==> src/rtl/instr_loader.sv <==
// Instruction loader: assembles 16-bit words from byte strobes, queues them in
// a 4-entry FIFO and issues them to the CPU with a load/start/wait handshake.
module instr_loader (
    input  logic        CLOCK_50,
    input  logic        reset_n,
    input  logic [7:0]  byte_in,
    input  logic        hi_sel,
    input  logic        byte_valid,
    input  logic        clr_err,
    input  logic        w,
    output logic [15:0] instr_out,
    output logic        load,
    output logic        s,
    output logic        busy,
    output logic [2:0]  fifo_cnt,
    output logic        err_seq,
    output logic        err_ovf,
    output logic [7:0]  exec_cnt
);

    localparam int unsigned DEPTH  = 4;
    localparam int unsigned PTR_W  = 2;
    localparam int unsigned CNT_W  = 3;
    localparam int unsigned WORD_W = 16;

    typedef enum logic [2:0] {
        IDLE    = 3'd0,
        LOAD    = 3'd1,
        START   = 3'd2,
        WAIT_LO = 3'd3,
        WAIT_HI = 3'd4
    } state_t;

    state_t state, next_state;

    logic [7:0]        hi_reg;
    logic              hi_pend;
    logic [WORD_W-1:0] mem [DEPTH];
    logic [PTR_W-1:0]  wr_ptr, rd_ptr;
    logic [CNT_W-1:0]  cnt;

    logic push_req, seq_evt, pop, full, push_ok, ovf_evt, exec_inc;
    logic load_d, s_d, busy_d;

    // Byte-strobe decode and FIFO push/pop qualification.
    always_comb begin
        push_req = byte_valid && !hi_sel && hi_pend;
        seq_evt  = byte_valid && !hi_sel && !hi_pend;
        pop      = (state == LOAD);
        full     = (cnt == CNT_W'(DEPTH));
        // A full queue still accepts a word when the head leaves the same cycle;
        // the head has already been captured into instr_out on entry to LOAD.
        push_ok  = push_req && (!full || pop);
        ovf_evt  = push_req && full && !pop;
        exec_inc = (state == WAIT_HI) && w;
    end

    // High-byte holding register, independent of the issue FSM.
    always_ff @(posedge CLOCK_50 or negedge reset_n) begin
        if (!reset_n) begin
            hi_reg  <= '0;
            hi_pend <= 1'b0;
        end else if (byte_valid && hi_sel) begin
            hi_reg  <= byte_in;
            hi_pend <= 1'b1;
        end else if (push_req) begin
            hi_pend <= 1'b0;
        end
    end

    // FIFO storage, pointers and occupancy.
    always_ff @(posedge CLOCK_50 or negedge reset_n) begin
        if (!reset_n) begin
            for (int i = 0; i < int'(DEPTH); i++) mem[i] <= '0;
            wr_ptr <= '0;
            rd_ptr <= '0;
            cnt    <= '0;
        end else begin
            if (push_ok) begin
                mem[wr_ptr] <= {hi_reg, byte_in};
                wr_ptr      <= wr_ptr + PTR_W'(1);
            end
            if (pop) rd_ptr <= rd_ptr + PTR_W'(1);
            case ({push_ok, pop})
                2'b10:   cnt <= cnt + CNT_W'(1);
                2'b01:   cnt <= cnt - CNT_W'(1);
                default: cnt <= cnt;
            endcase
        end
    end

    // Sticky error flags; a new event wins over a clear in the same cycle.
    always_ff @(posedge CLOCK_50 or negedge reset_n) begin
        if (!reset_n) begin
            err_seq <= 1'b0;
            err_ovf <= 1'b0;
        end else begin
            if (seq_evt)      err_seq <= 1'b1;
            else if (clr_err) err_seq <= 1'b0;
            if (ovf_evt)      err_ovf <= 1'b1;
            else if (clr_err) err_ovf <= 1'b0;
        end
    end

    // Issue FSM state register.
    always_ff @(posedge CLOCK_50 or negedge reset_n) begin
        if (!reset_n) state <= IDLE;
        else          state <= next_state;
    end

    // Issue FSM next-state logic.
    always_comb begin
        next_state = state;
        case (state)
            IDLE:    if ((cnt != '0) && w) next_state = LOAD;
            LOAD:    next_state = START;
            START:   next_state = WAIT_LO;
            WAIT_LO: if (!w) next_state = WAIT_HI;
            WAIT_HI: if (w)  next_state = IDLE;
            default: next_state = IDLE;
        endcase
    end

    // Output decode from the upcoming state, registered below.
    always_comb begin
        load_d = (next_state == LOAD);
        s_d    = (next_state == START);
        busy_d = (next_state != IDLE);
    end

    // Registered CPU-facing outputs and completed-instruction counter.
    always_ff @(posedge CLOCK_50 or negedge reset_n) begin
        if (!reset_n) begin
            instr_out <= '0;
            load      <= 1'b0;
            s         <= 1'b0;
            busy      <= 1'b0;
            exec_cnt  <= '0;
        end else begin
            load <= load_d;
            s    <= s_d;
            busy <= busy_d;
            if (load_d)   instr_out <= mem[rd_ptr];
            if (exec_inc) exec_cnt  <= exec_cnt + 8'd1;
        end
    end

    assign fifo_cnt = cnt;

endmodule

==> config.mk <==
export PLATFORM = sky130hd
export DESIGN_NAME = instr_loader
export DESIGN_NICKNAME = d
export VERILOG_FILES = /design/src/rtl/instr_loader.sv
export SDC_FILE = /design/constraint.sdc
export NUM_CORES = 1
export LEC_CHECK = 0
export BUFFER_PORTS_ARGS = -buffer_cell sky130_fd_sc_hd__buf_2
export CORE_MARGIN = 3
export CORE_UTILIZATION = 64
export CTS_CLUSTER_DIAMETER = 50
export DETAILED_ROUTE_END_ITERATION = 10
export PLACE_DENSITY_LB_ADDON = 0.12
export RECOVER_POWER = 25
export SLEW_MARGIN = 20
export SYNTH_ARGS = -nofsm -noshare
export SYNTH_HDL_FRONTEND = slang
export SYNTH_SLANG_ARGS = --single-unit
==> constraint.sdc <==
create_clock -name CLOCK_50 -period 6.3 [get_ports CLOCK_50]
set_input_delay 1.575 -clock CLOCK_50 [delete_from_list [all_inputs] [get_ports CLOCK_50]]
set_output_delay 1.575 -clock CLOCK_50 [all_outputs]
set_load 0.05 [all_outputs]
==> reports/results.tsv, run 1 <==
stage	metric	value	unit
detailed_routing	Post-route DRC	0	
clock_network	Bufs on Longest Clock Path	2	
floorplan	Die Footprint	9088	um^2
synthesis	Gate Count Post-Synth	319	
detailed_routing	DRT Pass-1 Iters	4	
worst_setup_path	Critical Path AT	4310	ps
final_layout	largest registers	mem (64), instr_out (16)	
worst_hold_path	hold crit path type	flip-flop to flip-flop	
floorplan	Horiz. Die Dim	95.33	um
global_routing	GRT Total Usage	21.77	%
worst_setup_path	Max stage delay on crit path	1810	ps
place	placed cell area	5346	um^2
clock_network	CTS tree	yes	
final_layout	register area	2803	um^2
outcome	status	finished with violations	
detailed_routing	Via density	5.823	
synthesis	post-synth design cell area	5107	um^2
power_and_ir_drop	Sw Ratio	36.92	%
worst_setup_path	critical path type	input port to async pin	
final_layout	share of layout cells above drive strength 1	47.17	%
worst_setup_path	crit path launch	reset_n	
power_and_ir_drop	Clock Power Share	14.4	%
floorplan	Initial Util	68.23	%
worst_setup_path	worst path bufs/invs	2	
worst_setup_path	worst flop-to-flop path startpoint	state[2]	
worst_hold_path	min-delay src	exec_cnt[7]	
final_layout	Biggest register	mem	
sta	Hold Fails Final Rpt	0	
global_routing	initial antenna violation count	1	
worst_setup_path	Crit-path slowest cell	clkbuf_1	
power_and_ir_drop	Peak VDD IR	0.3595	mV
final_layout	Fillers	467	
detailed_routing	DR WL/cell	18.94	um
worst_setup_path	CP top delay family	buffers and inverters	
place	Port Buffer Count	45	
global_routing	vias in the first global route	2843	
clock_network	postcts setup bufs	0	
final_layout	area of the multi-input gates	2106	um^2
power_and_ir_drop	Power Density	498.7	nW/um^2
global_routing	total grt overflow	0	
worst_setup_path	r2r setup slk	3400	ps
sta	endpoints failing setup	0	
final_layout	Largest register FFs	64	
sta	Slew HR	-73.20	%
final_layout	Area Growth Syn to Fin	9.015	%
synthesis	prevailing post-synth register cell	dfrtp_1	
detailed_routing	total number of vias	2737	
run	MaxCap Viol Count	1	
power_and_ir_drop	Leakage	2.564	nW
detailed_routing	ANT nets after route	0	
outcome	violated checks	max-capacitance violations, max-slew violations	
final_layout	Finished Cell Area	5568	um^2
power_and_ir_drop	Switching Power	1.025	mW
synthesis	Synthesis Warnings	0	
sta	Setup Skew	13.53	ps
worst_setup_path	CP Capture Type	async pin	
final_layout	Final nets	386	
floorplan	Cell Rows	31	
floorplan	chip height	95.33	um
worst_setup_path	startpoint types	input port	
synthesis	post-synth cell types	42	
clock_network	PostCTS Resize Cnt	0	
place	post-detail-place hpwl	5852	um
synthesis	Synth Net Count	339	
worst_setup_path	crit path cell chain	clkbuf_1, buf_4	
clock_network	Clock Latency Late Sink	370	ps
clock_network	H-tree levels	3	
detailed_routing	Iter 0 DRT Violations	94	
synthesis	Avg Inst Size Synth	16.01	um^2
sta	Slew @ Worst Pin	2598	ps
final_layout	diode count	0	
global_routing	pin count of the biggest net entering global routing	65	
clock_network	Num Clock Sinks	112	
detailed_routing	WL final	8902	um
place	routability cong.	0.7948	
sta	Slew Limit Fails	50	
sta	minimum clock period	3898	ps
power_and_ir_drop	internal power	1.752	mW
sta	Fmax	256.5	MHz
power_and_ir_drop	sequential fraction of design power	45.1	%
synthesis	Yosys reg bits	112	
clock_network	clock root cell	clkbuf_8	
floorplan	Top Ports	46	
clock_network	clock-pin slew on the worst setup and hold paths	100	ps
power_and_ir_drop	Comb power frac	40.5	%
synthesis	fraction of registers with async set/reset	100.0	%
sta	period utilization	61.87	%
synthesis	Post-synth EDFFs	0	
sta	RSZ-0062 raised after global routing	false	
worst_setup_path	Worst Path Max Fanout	64	
synthesis	register area share after synthesis	54.88	%
floorplan	Core Area	7486	um^2
sta	setup_tns	0	ps
clock_network	Hold-fix buffers, CTS	0	
clock_network	total CTS buffers	9	
global_routing	first-pass GRT wire length	14730	um
worst_setup_path	Worst Path Required	6710	ps
-- cell usage in the layout, fill, tap and decap left out, types with 2 or more instances in the layout --
cell / n
dfrtp_1: 112
mux2_2: 50
buf_2: 42
mux2_4: 40
inv_1: 16
mux4_2: 16
xnor2_1: 10
clkbuf_8: 10
a21oi_1: 5
nand2_1: 5
ha_1: 5
nand3_1: 4
a211oi_4: 4
or3_1: 3
o21ai_0: 3
and4_1: 3
clkinvlp_4: 3
inv_6: 3
clkbuf_1: 3
nor2b_1: 2
a211oi_1: 2
o22ai_1: 2
nand2b_1: 2
nand4_1: 2
buf_6: 2
buf_8: 2
buf_4: 2
-- area by class of cell --
type                            count  share of cell area [%]
Sequential cell                   112                   50.34
Multi-Input combinational cell    176                   37.82
Timing Repair Buffer               51                   5.191
Clock inverter                      6                  0.8764
Clock buffer                       10                   2.472
Inverter                           16                   1.079
Tap cell                           99                   2.225
-- stage by stage --
step                      hold WS, ps  std cells  power (mW)  util [%]  worst slack, ps
after detailed placement        459.4        451       2.396     71.42             2186
after floorplan                 454.7        319       2.148         -             2754
final                           475.8        470       2.777     74.38             2402
after global placement          457.3        450       2.346     71.27             2258
after CTS                       480.3        467       2.799     73.91             2599
after global routing            493.7        470       2.941     74.38             1847
-- cell families (layout without fill, tap and decap cells) --
logic type      count (synthesis)  count (layout)  synth area share (%)
buf+inv                        31              83                 3.895
xor+xnor                       11              11                 1.886
mux                           106             106                 29.84
simple gates                   30              30                 3.944
compound gates                 23              23                 3.944
flops                         112             112                 54.88
fa+ha+maj                       6               6                 1.617
-- synth_stat cells (3+ instances only) --
library cell  count  area (um^2)
ha_1              5        62.56
o21ai_0           3        15.01
inv_1            16        60.06
mux2_2           50        563.0
mux2_4           40        600.6
or3_1             3        18.77
dfrtp_1         112         2803
and4_1            3        26.28
buf_2             5        25.02
buf_12            4        80.08
xnor2_1          10        87.58
a211oi_4          4        80.08
a21oi_1           5        25.02
mux4_2           16        360.4
nand2_1           5        18.77
clkbuf_1          4        15.01
nand3_1           4        20.02
-- power by group through the flow --
stage | clock, mW | sequential, mW | combinational (mW)
CTS | 0.413 | 1.25 | 1.14
finish | 0.400 | 1.25 | 1.13
floorplan | 0 | 1.40 | 0.749
global route | 0.443 | 1.29 | 1.21
global placement | 0 | 1.24 | 1.10
detailed placement | 0 | 1.26 | 1.13
-- per-layer routing --
layer,wire (um),vias to the layer above,global-route usage (%)
met4,105,2,6.851
li1,-,1248,-
met3,309,8,5.604
met2,4432,47,34.64
met1,4047,1432,29.64
met5,7,-,0
-- final timing paths --
check / depth (start not counted) / end
max: 2 / mem[18]
min: 1 / exec_cnt[7]
max reg2reg: 7 / fifo_cnt[1]
min reg2reg: 1 / exec_cnt[7]
max in group CLOCK_50: 5 / mem[63]
min in group asynchronous: 1 / instr_out[14]
Power figures use the tool's default switching activity.
==> run 2: changes to the inputs <==
Settings changed: CORE_UTILIZATION 64 to 59.
Clock period 6.3 ns to 4.1 ns, I/O delays scaled along.
==> reports/results.tsv, run 2 (same netlist as run 1, synthesis figures left out) <==
stage	metric	value	unit
outcome	status	finished with violations	
outcome	violated checks	max-capacitance violations, max-slew violations	
worst_setup_path	Worst Path Max Fanout	11	
detailed_routing	DRT Pass-1 Iters	4	
global_routing	total grt overflow	0	
power_and_ir_drop	Peak VDD IR	0.4375	mV
sta	RSZ-0062 raised after global routing	false	
floorplan	Horiz. Die Dim	99.04	um
global_routing	GRT Total Usage	19.49	%
place	routability cong.	0.7308	
worst_hold_path	hold crit path type	flip-flop to flip-flop	
sta	Fmax	349.9	MHz
floorplan	Die Footprint	9809	um^2
place	pre-CTS setup slack	1099	ps
run	MaxCap Viol Count	1	
final_layout	diode count	0	
clock_network	Clock Latency Late Sink	370	ps
final_layout	Area Growth Syn to Fin	8.991	%
final_layout	largest registers	mem (64), instr_out (16)	
sta	Slew @ Worst Pin	2104	ps
global_routing	vias in the first global route	2848	
sta	setup_tns	0	ps
clock_network	PostCTS Resize Cnt	0	
worst_setup_path	Critical Path AT	3100	ps
worst_setup_path	startpoint types	flip-flop	
detailed_routing	Via density	5.658	
clock_network	Bufs on Longest Clock Path	2	
global_routing	pin count of the biggest net entering global routing	74	
sta	Slew HR	-40.27	%
power_and_ir_drop	Power Density	761.1	nW/um^2
sta	minimum clock period	2858	ps
floorplan	chip height	99.04	um
detailed_routing	Post-route DRC	0	
final_layout	share of layout cells above drive strength 1	47.04	%
clock_network	postcts setup bufs	0	
floorplan	Cell Rows	33	
sta	min setup slack post-route	1242	ps
final_layout	commonest cells after routing, fill and taps aside	112 x dfrtp_1, 50 x mux2_2, 42 x buf_2	
place	post-detail-place hpwl	5552	um
sta	Setup Skew	14.07	ps
worst_setup_path	critical path type	flip-flop to flip-flop	
detailed_routing	Iter 0 DRT Violations	81	
sta	endpoints failing setup	0	
clock_network	CTS tree	yes	
place	Port Buffer Count	45	
final_layout	Fillers	609	
detailed_routing	total number of vias	2699	
clock_network	H-tree levels	3	
clock_network	clock root cell	clkbuf_8	
worst_setup_path	CP Capture Type	flip-flop	
clock_network	total CTS buffers	9	
final_layout	Final Util	67.07	%
sta	Slew Limit Fails	40	
global_routing	initial antenna violation count	0	
clock_network	Hold-fix buffers, CTS	0	
final_layout	most common cell after layout, fill and taps aside	dfrtp_1	
clock_network	Num Clock Sinks	112	
power_and_ir_drop	Leakage	2.572	nW
floorplan	Core Area	8299	um^2
global_routing	first-pass GRT wire length	14790	um
final_layout	Biggest register	mem	
floorplan	Initial Util	61.54	%
final_layout	Largest register FFs	64	
detailed_routing	DR WL/cell	18.31	um
detailed_routing	ANT nets after route	0	
final_layout	Final nets	387	
sta	Hold Fails Final Rpt	0	
detailed_routing	WL final	8732	um
sta	period utilization	69.71	%
floorplan	Top Ports	46	
clock_network	clock-pin slew on the worst setup and hold paths	100	ps
worst_setup_path	Worst Path Required	4350	ps
run 2: cell count changes in the layout (fill, tap and decap cells not counted), sizes merged:
cell and delta:
clkinv +2, clkbuf +1, buf +1, clkinvlp -2, inv -1
run 2: worst paths after layout:
path                                  start          end  slack [ps]  cells past startpoint
worst max-delay path               state[1]  fifo_cnt[1]        1240                      7
worst min-delay path            exec_cnt[7]  exec_cnt[7]         470                      1
worst max register to register     state[1]  fifo_cnt[1]        1240                      7
worst min register to register  exec_cnt[7]  exec_cnt[7]         470                      1
max in group asynchronous           reset_n      mem[49]        1640                      2
min in group asynchronous           reset_n         load        1250                      1
run 2: final cells by class:
cell class / instances / area, um^2 / share of cell area [%]
clock buffer: 11 / 141.4 / 2.540
clock inverter: 5 / 38.79 / 0.6968
inverter: 16 / 60.06 / 1.079
multi-input combinational: 176 / 2106 / 37.83
sequential: 112 / 2803 / 50.35
tap: 105 / 131.4 / 2.360
timing repair buffer: 52 / 286.5 / 5.147
run 2: power breakdown:
part	leakage (nW)	internal [mW]	total (mW)	switching (mW)
combinational	1.08	0.885	1.71	0.823
sequential	1.40	1.56	1.92	0.363
clock	0.0903	0.243	0.607	0.365
run 2: critical path, stage by stage (launching register included):
cell	delay, ps
dfrtp_1	460
or3b_1	670
inv_1	370
nand2_1	120
fa_1	510
or4bb_1	400
o211ai_1	90
o21ai_0	110
run 2: metal layers:
| layer | wire length, um | GRT usage [%] | part of all wire (%) | vias up |
|---|---|---|---|---|
| met1 | 3977 | 27.33 | 46 | 1412 |
| met3 | 279 | 3.822 | 3.2 | 11 |
| met2 | 4368 | 30.94 | 50 | 35 |
| met4 | 107 | 6.303 | 1.2 | 0 |
| li1 | - | - | - | 1241 |
| met5 | 0 | 0 | 0 | - |
run 2: metrics by stage:
step | area [um^2] | cells | total power, mW | hold WS [ps]
floorplan | 5107 | 319 | 3.301 | 454.7
global placement | 5393 | 461 | 3.609 | 458.9
detailed placement | 5393 | 461 | 3.674 | 470.4
CTS | 5573 | 477 | 4.289 | 484.5
global route | 5567 | 477 | 4.502 | 512.3
finish | 5567 | 477 | 4.237 | 473.9
==> run 3: changes to the inputs <==
Clock period 4.1 ns to 2.7 ns, I/O delays scaled along.
==> reports/results.tsv, run 3 (same netlist as run 1, synthesis figures left out) <==
stage	metric	value	unit
outcome	status	finished with violations	
outcome	violated checks	max-capacitance violations, max-slew violations	
detailed_routing	DR WL/cell	18.12	um
floorplan	Core Area	8299	um^2
final_layout	most common cell after layout, fill and taps aside	dfrtp_1	
sta	period utilization	82.00	%
detailed_routing	total number of vias	2741	
detailed_routing	WL final	8770	um
sta	Setup Skew	13.11	ps
worst_setup_path	worst r2r dst	fifo_cnt[1]	
power_and_ir_drop	Sw Ratio	36.93	%
detailed_routing	Post-route DRC	0	
clock_network	postcts setup bufs	0	
global_routing	first-pass GRT wire length	15240	um
place	Port Buffer Count	45	
final_layout	Largest register FFs	64	
worst_setup_path	Critical Path AT	2470	ps
sta	endpoints failing setup	0	
clock_network	Hold-fix buffers, CTS	0	
worst_setup_path	r2r setup slk	490	ps
final_layout	Biggest register	mem	
run	MaxCap Viol Count	1	
detailed_routing	Iter 0 DRT Violations	154	
worst_setup_path	startpoint types	flip-flop	
floorplan	Die Footprint	9809	um^2
global_routing	vias in the first global route	2876	
final_layout	Final nets	394	
power_and_ir_drop	sequential fraction of design power	43.9	%
power_and_ir_drop	Peak VDD IR	0.6928	mV
clock_network	H-tree levels	3	
clock_network	CTS tree	yes	
floorplan	Horiz. Die Dim	99.04	um
worst_setup_path	r2r worst-path depth	7	
worst_setup_path	Worst Path Max Fanout	9	
global_routing	pin count of the biggest net entering global routing	52	
floorplan	chip height	99.04	um
floorplan	Cell Rows	33	
power_and_ir_drop	Comb power frac	41.9	%
clock_network	total CTS buffers	9	
clock_network	Clock Latency Late Sink	370	ps
worst_hold_path	min-delay src	exec_cnt[7]	
worst_setup_path	worst flop-to-flop path startpoint	state[2]	
power_and_ir_drop	Clock Power Share	14.2	%
worst_setup_path	CP Capture Type	flip-flop	
place	routability cong.	0.6948	
clock_network	clock root cell	clkbuf_8	
worst_setup_path	crit path launch	state[2]	
power_and_ir_drop	Power Density	1153	nW/um^2
final_layout	Fillers	583	
sta	minimum clock period	2214	ps
global_routing	total grt overflow	0	
worst_hold_path	hold path depth	1	
floorplan	Initial Util	61.54	%
sta	Slew HR	-17.78	%
power_and_ir_drop	internal power	4.087	mW
clock_network	clock-pin slew on the worst setup and hold paths	100	ps
worst_hold_path	hold endpoint	exec_cnt[7]	
power_and_ir_drop	Leakage	2.601	nW
final_layout	share of layout cells above drive strength 1	48.81	%
power_and_ir_drop	Switching Power	2.393	mW
detailed_routing	Via density	5.663	
final_layout	largest registers	mem (64), instr_out (16)	
worst_hold_path	hold crit path type	flip-flop to flip-flop	
floorplan	Top Ports	46	
worst_setup_path	Worst Path Required	2960	ps
sta	Slew @ Worst Pin	1767	ps
worst_setup_path	critical path type	flip-flop to flip-flop	
final_layout	Area Growth Syn to Fin	10.02	%
sta	Fmax	451.7	MHz
sta	RSZ-0062 raised after global routing	false	
sta	Slew Limit Fails	31	
detailed_routing	DRT Pass-1 Iters	5	
clock_network	Num Clock Sinks	112	
sta	Hold Fails Final Rpt	0	
final_layout	diode count	0	
final_layout	commonest cells after routing, fill and taps aside	112 x dfrtp_1, 50 x mux2_2, 43 x buf_2	
place	post-detail-place hpwl	5814	um
sta	setup_tns	0	ps
detailed_routing	ANT nets after route	0	
clock_network	PostCTS Resize Cnt	0	
global_routing	GRT Total Usage	19.88	%
clock_network	Bufs on Longest Clock Path	2	
power_and_ir_drop	overall power	6.480	mW
global_routing	initial antenna violation count	0	
run 3: cell type report:
type                       instances  area (um^2)  share of cell area [%]
tap                              105        131.4                   2.338
timing repair buffer              59        340.3                   6.057
multi-input combinational        176         2106                   37.47
inverter                          16        60.06                   1.069
sequential                       112         2803                   49.88
clock buffer                       9        123.9                   2.204
clock inverter                     7        55.05                  0.9797
run 3: power groups by stage:
stage	Combinational, mW	Sequential, mW	Clock [mW]
2_1_floorplan	1.75	3.26	0
3_3_place_gp	2.68	2.85	0
3_5_place_dp	2.75	2.87	0
4_1_cts	2.75	2.85	0.952
5_1_grt	2.93	2.95	1.01
6_report	2.71	2.85	0.921
run 3: through the flow:
| step | hold WS, ps | worst slack [ps] | utilization, % | cell area (um^2) | std cells |
|---|---|---|---|---|---|
| 6_report | 475.8 | 486.0 | 67.71 | 5619 | 484 |
| 5_1_grt | 499.9 | 334.1 | 67.71 | 5619 | 484 |
| 4_1_cts | 234.9 | 488.7 | 67.77 | 5624 | 484 |
| 3_5_place_dp | 460.8 | 369.1 | 65.61 | 5445 | 468 |
| 3_3_place_gp | 460.6 | 413.6 | 65.61 | 5445 | 468 |
| 2_1_floorplan | 379.4 | 54.36 | - | 5107 | 319 |
run 3: how the worst max path moves through the flow:
| stage | to | slack, ps | cells past startpoint |
|---|---|---|---|
| floorplan | fifo_cnt[1] | 50 | 7 |
| global placement | mem[1] | 410 | 6 |
| detailed placement | mem[1] | 370 | 6 |
| CTS | fifo_cnt[1] | 490 | 7 |
| global route | fifo_cnt[1] | 330 | 7 |
| finish | fifo_cnt[1] | 490 | 7 |
run 3: metal layers:
layer | GRT usage [%] | vias up | share of wire (%)
met4 | 5.042 | 0 | 0.80
met5 | 0 | - | 0
li1 | - | 1254 | -
met1 | 28.78 | 1440 | 48
met3 | 4.671 | 8 | 3.1
met2 | 30.79 | 39 | 48
run 3: critical path, stage by stage (launching register included):
cell	delay, ps
dfrtp_1	480
or3b_1	400
inv_1	80
nand2_1	60
fa_1	500
or4bb_1	400
o211ai_1	90
o21ai_0	100
